## src/rtl/reverb_damp_filter.sv

```systemverilog
// One-pole low-pass damping stage for a reverb feedback path.
// Each accepted sample goes IDLE -> DIFF -> STEP -> SCALE; dout is output-scaled filter state.
module reverb_damp_filter #(
    parameter int DATA_WIDTH = 16,
    parameter int COEF_WIDTH = 5
) (
    input  logic                         clk,
    input  logic                         Reset,
    input  logic                         clear,
    input  logic [COEF_WIDTH-1:0]        damp,
    input  logic [COEF_WIDTH-1:0]        feedback_gain,
    input  logic                         inpvalid,
    input  logic signed [DATA_WIDTH-1:0] din,
    output logic                         input_ready,
    output logic                         outvalid,
    output logic signed [DATA_WIDTH-1:0] dout
);

    localparam int DW1 = DATA_WIDTH + 1;
    // Product width: a 17-bit difference times a 6-bit (zero-extended) coefficient, plus headroom.
    localparam int PW  = DATA_WIDTH + COEF_WIDTH + 2;

    localparam logic signed [PW-1:0] SAT_MAX = {{(PW-DATA_WIDTH+1){1'b0}}, {(DATA_WIDTH-1){1'b1}}};
    localparam logic signed [PW-1:0] SAT_MIN = {{(PW-DATA_WIDTH+1){1'b1}}, {(DATA_WIDTH-1){1'b0}}};

    typedef enum logic [1:0] {
        S_IDLE  = 2'd0,
        S_DIFF  = 2'd1,
        S_STEP  = 2'd2,
        S_SCALE = 2'd3
    } state_t;

    state_t                         r_state;
    logic                           r_ready;
    logic                           r_outvalid;
    logic signed [DATA_WIDTH-1:0]   r_dout;
    logic signed [DATA_WIDTH-1:0]   r_x;
    logic signed [DATA_WIDTH-1:0]   r_y;
    logic signed [DW1-1:0]          r_diff;
    logic [COEF_WIDTH-1:0]          r_damp;
    logic [COEF_WIDTH-1:0]          r_gain;

    logic signed [PW-1:0]           w_step_prod;
    logic signed [PW-1:0]           w_step_sh;
    logic signed [PW-1:0]           w_y_sum;
    logic signed [PW-1:0]           w_out_prod;
    logic signed [PW-1:0]           w_out_sh;

    function automatic logic signed [DATA_WIDTH-1:0] sat(input logic signed [PW-1:0] v);
        if (v > SAT_MAX)
            return SAT_MAX[DATA_WIDTH-1:0];
        else if (v < SAT_MIN)
            return SAT_MIN[DATA_WIDTH-1:0];
        else
            return v[DATA_WIDTH-1:0];
    endfunction

    // Coefficients are unsigned fractions: zero-extend before the signed multiply.
    assign w_step_prod = PW'(r_diff) * PW'($signed({1'b0, r_damp}));
    assign w_step_sh   = w_step_prod >>> COEF_WIDTH;
    assign w_y_sum     = PW'(r_y) + w_step_sh;
    assign w_out_prod  = PW'(r_y) * PW'($signed({1'b0, r_gain}));
    assign w_out_sh    = w_out_prod >>> COEF_WIDTH;

    always_ff @(posedge clk) begin
        if (Reset) begin
            r_state    <= S_IDLE;
            r_ready    <= 1'b1;
            r_outvalid <= 1'b0;
            r_dout     <= '0;
            r_y        <= '0;
            r_x        <= '0;
            r_diff     <= '0;
            r_damp     <= '0;
            r_gain     <= '0;
        end else if (clear) begin
            // Flush drops the in-flight sample but keeps the last published dout.
            r_state    <= S_IDLE;
            r_ready    <= 1'b1;
            r_outvalid <= 1'b0;
            r_y        <= '0;
        end else begin
            r_outvalid <= 1'b0;
            case (r_state)
                S_IDLE: begin
                    if (inpvalid) begin
                        r_x     <= din;
                        r_damp  <= damp;
                        r_gain  <= feedback_gain;
                        r_state <= S_DIFF;
                        r_ready <= 1'b0;
                    end
                end
                S_DIFF: begin
                    r_diff  <= DW1'(r_x) - DW1'(r_y);
                    r_state <= S_STEP;
                end
                S_STEP: begin
                    r_y     <= sat(w_y_sum);
                    r_state <= S_SCALE;
                end
                S_SCALE: begin
                    r_dout     <= sat(w_out_sh);
                    r_outvalid <= 1'b1;
                    r_state    <= S_IDLE;
                    r_ready    <= 1'b1;
                end
                default: begin
                    r_state <= S_IDLE;
                    r_ready <= 1'b1;
                end
            endcase
        end
    end

    assign input_ready = r_ready;
    assign outvalid    = r_outvalid;
    assign dout        = r_dout;

endmodule
```

## config.mk

```make
export PLATFORM = sky130hd
export DESIGN_NAME = reverb_damp_filter
export DESIGN_NICKNAME = d
export VERILOG_FILES = /design/src/rtl/reverb_damp_filter.sv
export SDC_FILE = /design/constraint.sdc
export NUM_CORES = 1
export LEC_CHECK = 0
export BUFFER_PORTS_ARGS = -buffer_cell sky130_fd_sc_hd__buf_4
export CAP_MARGIN = 15
export CORE_MARGIN = 2
export CORE_UTILIZATION = 50
export CTS_CLUSTER_SIZE = 10
export DETAILED_ROUTE_END_ITERATION = 6
export PLACE_DENSITY = 0.7
export SYNTH_ARGS = -nofsm -noshare
export SYNTH_HDL_FRONTEND = slang
export SYNTH_SLANG_ARGS = --single-unit
```

## constraint.sdc

```tcl
create_clock -name clk -period 13.52 [get_ports clk]
set_input_delay 0.676 -clock clk [delete_from_list [all_inputs] [get_ports clk]]
set_output_delay 0.676 -clock clk [all_outputs]
set_load 0.05 [all_outputs]
```

* Word level (Yosys, flattened, before mapping) *
Cells that the tools add are included.

word-level totals
  flip-flop bits (word level) = 79
  output and inout port bits = 18
  word-level logic and storage cells = 38

operators by class
  add/sub/neg operators = 2
  multiply operators = 2
  $lt $le $gt $ge = 4
  eq/ne operators = 4
  multiplexer cells = 9
  bitwise operators = 1
  reductions and logical operators = 7

operators with widths
  cell                                                          number
  two-way mux 16 bit                                            4
  multiplier 17 x 6 -> 23 bit                                   1
  multiplier 16 x 6 -> 22 bit                                   1
  adder 16 x 18 -> 19 bit                                       1
  > comparator 19 x 16 -> 1 bit, second input constant          1
  less-than comparator 19 x 16 -> 1 bit, second input constant  1
  > comparator 17 x 16 -> 1 bit, second input constant          1
  less-than comparator 17 x 16 -> 1 bit, second input constant  1
  subtractor 16 x 16 -> 17 bit                                  1
  case mux 2 bit (4 select lines)                               1
  AND reduction 2 bit                                           3
  == test 2 bit, second input constant                          2
  AND reduction 3 bit                                           1
  == test 2 x 1 -> 1 bit, second input constant                 1
  logical NOT 2 bit                                             1
  two-way mux 1 bit                                             2
  two-way mux 2 bit                                             1
  != test 2 bit, second input constant                          1
  case mux 1 bit (2 select lines)                               1
  nonzero test 2 bit                                            1
  OR reduction 2 bit                                            1
  inverter 1 bit                                                1

* Depth between registers and ports, before layout *
  word-level depth = 5
  gate-level depth with buffers = 28
  mapped depth without buffers = 26

* Worst setup path before layout *
Ideal clock, no wire load.

  kind = reg-to-reg
  start point = register r_damp[0]
  end point = register r_y[7]
  setup time = 139 ps
  data arrival time = 5842 ps
  slack = 7539 ps
  cell stages (with the launch flop) = 27
  buffers on the path = 2
  period minus slack after synthesis = 5981 ps
  path through = dfxtp_1 clkbuf_1 and2_1 fa_1 fa_1 inv_1 fa_1 inv_1 ha_1 and3_1 nand3_1 or3_1 a21o_1 a311oi_1 o21a_1 o21a_1 nor2_1 xnor2_1 ha_1 inv_1 o41ai_1 a211o_1 a211oi_1 o21ai_1 o2111ai_2 buf_4 o311ai_2

between the ends
  longest elaborated chain between the ends = 5
  elaborated cells between the ends (all ways) = 6
  classes of those cells = add/sub (1); mul (1); order compare (2); mux (2)

RTL lines
  element                                RTL line  source
  from (decl)                            40        logic [COEF_WIDTH-1:0] r_damp;
  from (signal assigned)                 88        r_damp <= damp;
  multiplier 17 x 6 -> 23 bit (*)        59        assign w_step_prod = PW'(r_diff) * PW'($signed({1'b0, r_damp}));
  adder 16 x 18 -> 19 bit (*)            61        assign w_y_sum = PW'(r_y) + w_step_sh;
  less-than comparator 19 x 16 -> 1 bit  52        else if (v < SAT_MIN)
  two-way mux 16 bit                     52
  two-way mux 16 bit (*)                 50        if (v > SAT_MAX)
  to (signal assigned)                   99        r_y <= sat(w_y_sum);
  to (decl)                              38        logic signed [DATA_WIDTH-1:0] r_y;

Every way passes the cells marked *; elsewhere a longest branch is shown, timed or not.
A chain may end at the register's enable or synchronous reset.

* Worst setup path after layout *
  start point = register r_damp[1]
  end point = register r_y[3]

Same word-level chain as after synthesis.

==> results.yml <==
run_status:
  status: "finished clean"
worst_setup_path:
  path_max_fanout: 18
  crit_slowest_cell: "o2111ai_2"
  crit_arrival_ps: 6970
  ff2ff_setup_slack_ps: 6730
  required_ps: 13700
  cp-end-kind: "flip-flop"
  reg2reg_from: "r_damp[1]"
  r2r_cells: 24
  worst-path-stages: 24
  critPathMaxStageDelay_ps: 650
  critPathTopFamily: "compound AO/OA/AOI/OAI gates"
  critPathBufInv: 2
  critPathLaunch: "r_damp[1]"
  crit_top_cell: "fa_1"
  path_cells: "and2_1, fa_1, fa_1, inv_1, fa_1, inv_1, ha_1, and3_1, nand3_1, or3_1, a21o_1, a311oi_1, o21a_1, o21a_1, nor2_1, ha_1, o21ai_0, nand3_1, o41ai_1, a211o_1, a211oi_1, o21ai_1, o2111ai_2, o311ai_1"
  start_kind: "flip-flop"
  path_class: "flip-flop to flip-flop"
  endpoint: "r_y[3]"
  reg2reg_to: "r_y[3]"
grt:
  antenna_found_initial: 0
  grt_pass1_vias: 7785
  grt-ovfl-total: 0
  grt_max_degree: 51
  grt_pass1_wl_um: 36900
  grt_use_total_pct: 22.1
timing:
  setup-tns-final_ps: 0
  rsz0062_at_grt: "no"
  finalSetupViolCount: 0
  period_needed_ps: 6790
  finalHoldViolations: 0
  finalCritPeriodShare_pct: 50.2
  whs_ps: 447
  fmaxAchievable_mhz: 147
  final_max_slew_viol_count: 0
  worst_pin_slew_ps: 890
  relSlewSlack_pct: 40.6
  finClkSkew_ps: 9.08
yosys:
  synth_edf_count: 0
  synth-main-ff-cell: "dfxtp_1"
  postSynthAreaPerCell_um2: 8.38
  synth_common_cells: "nand2_1 (166), inv_1 (148), and2_1 (123)"
  ys_async_sr_fraction_pct: 0
  yosysWarnings: 0
  synth_nets: 1430
  seq_area_frac_synth_pct: 16.0
  synthCells: 1180
  synth_top_area_cell: "fa_1"
  synth_seq_cells: 79
  synth_cell_type_count: 70
  yosysMostFrequentCell: "nand2_1"
  syn_area_um2: 9880
  netlist.area_leader.share_pct: 20.5
  synthTopCellsByArea: "fa_1 (20%), dfxtp_1 (16%), ha_1 (15%), and2_1 (7.8%), nand2_1 (6.3%)"
layout:
  area_growth_pct: 9.00
  final_nets: 1460
  final_cell_area_um2: 10800
  fillers: 1811
  antenna-diode-count: 0
  drive_gt1_share_pct: 7.74
cts:
  ctsResizeCount: 0
  clock_path_buffers: 2
  cts_max_level: 3
  cts_hold_buf: 0
  cts_root_buf: "clkbuf_16"
  cts.sinks: 79
  numCtsBuffers: 9
  cts_tree: "yes"
  clk_latency_ps: 350
  postCtsSetupBuffers: 0
  clk_pin_slew_ps: 60
drt:
  drc_errors: 0
  wl_um: 21300
  vias: 7912
  ant_nets: 0
  first_iter_violations: 401
  firstDrtPassIters: 5
  routedWlPerCell_um: 14.4
  via_per_inst: 5.35
placed_design:
  portBuffers: 47
  dpl.hpwl_um: 16800
  gp_congestion: 0.860
  placed_area_um2: 10500
floorplanning:
  io_pins: 48
  dieArea_um2: 20900
  core_area_um2: 19500
  num_rows: 51
  start_util_pct: 50.8
  die_w_um: 145
  die_h_um: 145
flow_run:
  maxCapViolations: 0
power:
  fin_total_pwr_w: 0.000588
  p_leak_nw: 5.30
  ir_drop_uv: 59.7
  powerDensity_nw_per_um2: 54.6
worst_hold_path:
  hold_class: "flip-flop to flip-flop"
  hold-path-cell-count: 2
-- where the power goes --
part	switching [W]	internal, W
combinational	0.0000438	0.0000314
sequential	0.0000118	0.000239
clock	0.000104	0.000159
-- state kept, by name (all words and copies together), names as in the netlist --
register / flops
r_diff: 17
dout: 16
r_x: 16
r_y: 16
r_damp: 5
r_gain: 5
r_state: 2
input_ready: 1
outvalid: 1
-- per-stage QoR --
| stage | setup WS, ps | std cells | utilization (%) |
|---|---|---|---|
| 6_report | 6730 | 1480 | 55.4 |
| 5_1_grt | 6150 | 1480 | 55.4 |
| 4_1_cts | 6770 | 1479 | 55.3 |
| 3_5_place_dp | 6800 | 1463 | 53.7 |
| 3_3_place_gp | 6950 | 1463 | 53.7 |
| 2_1_floorplan | 7540 | 1180 | - |
-- layer usage --
layer,routed length (µm),track usage (%)
met4,551,8.28
met5,0,0
met3,525,1.92
met1,10300,30.4
met2,9970,36.4
-- worst min-delay path, cell delays in order (launching register included) --
cell and delay (ps):
dfxtp_1 310, nand2_1 50, o21ai_1 50
-- layout by cell type (no fill, tap or decap), drive strengths merged, types with 16 or more instances in the layout --
master | Yosys | layout
nand2 | 166 | 166
inv | 148 | 148
and2 | 124 | 124
ha | 119 | 119
fa | 101 | 101
a21oi | 81 | 81
dfxtp | 79 | 79
nor2 | 59 | 59
buf | 5 | 51
xnor2 | 36 | 36
o21ai | 31 | 31
nor3 | 19 | 19
nand3 | 17 | 17
o311ai | 17 | 17
o21a | 16 | 16
xor2 | 16 | 16
a21o | 16 | 16
-- final cells by class --
class / instances / area (µm²) / area share (%)
clock buffer: 14 / 274 / 2.54
clock inverter: 2 / 37.5 / 0.348
inverter: 149 / 559 / 5.19
multi-input combinational: 920 / 7610 / 70.6
sequential: 79 / 1580 / 14.7
tap: 265 / 332 / 3.08
timing repair buffer: 51 / 383 / 3.55
-- worst min-delay path by stage --
| stage | startpoint | end | slack, ps |
|---|---|---|---|
| finish | dout[8] | dout[8] | 450 |
| global route | dout[7] | dout[7] | 470 |
| CTS | dout[8] | dout[8] | 450 |
| detailed placement | dout[8] | dout[8] | 440 |
| global placement | dout[8] | dout[8] | 440 |
| floorplan | r_x[0] | r_x[0] | 440 |
-- logic make-up after synthesis --
| logic type | synth area share, % |
|---|---|
| compound gates | 14.8 |
| simple gates | 21.6 |
| buf+inv | 7.06 |
| flops | 16.0 |
| fa+ha+maj | 35.5 |
| mux | 0.456 |
| xor+xnor | 4.61 |
(Power assumes the default switching activity.)
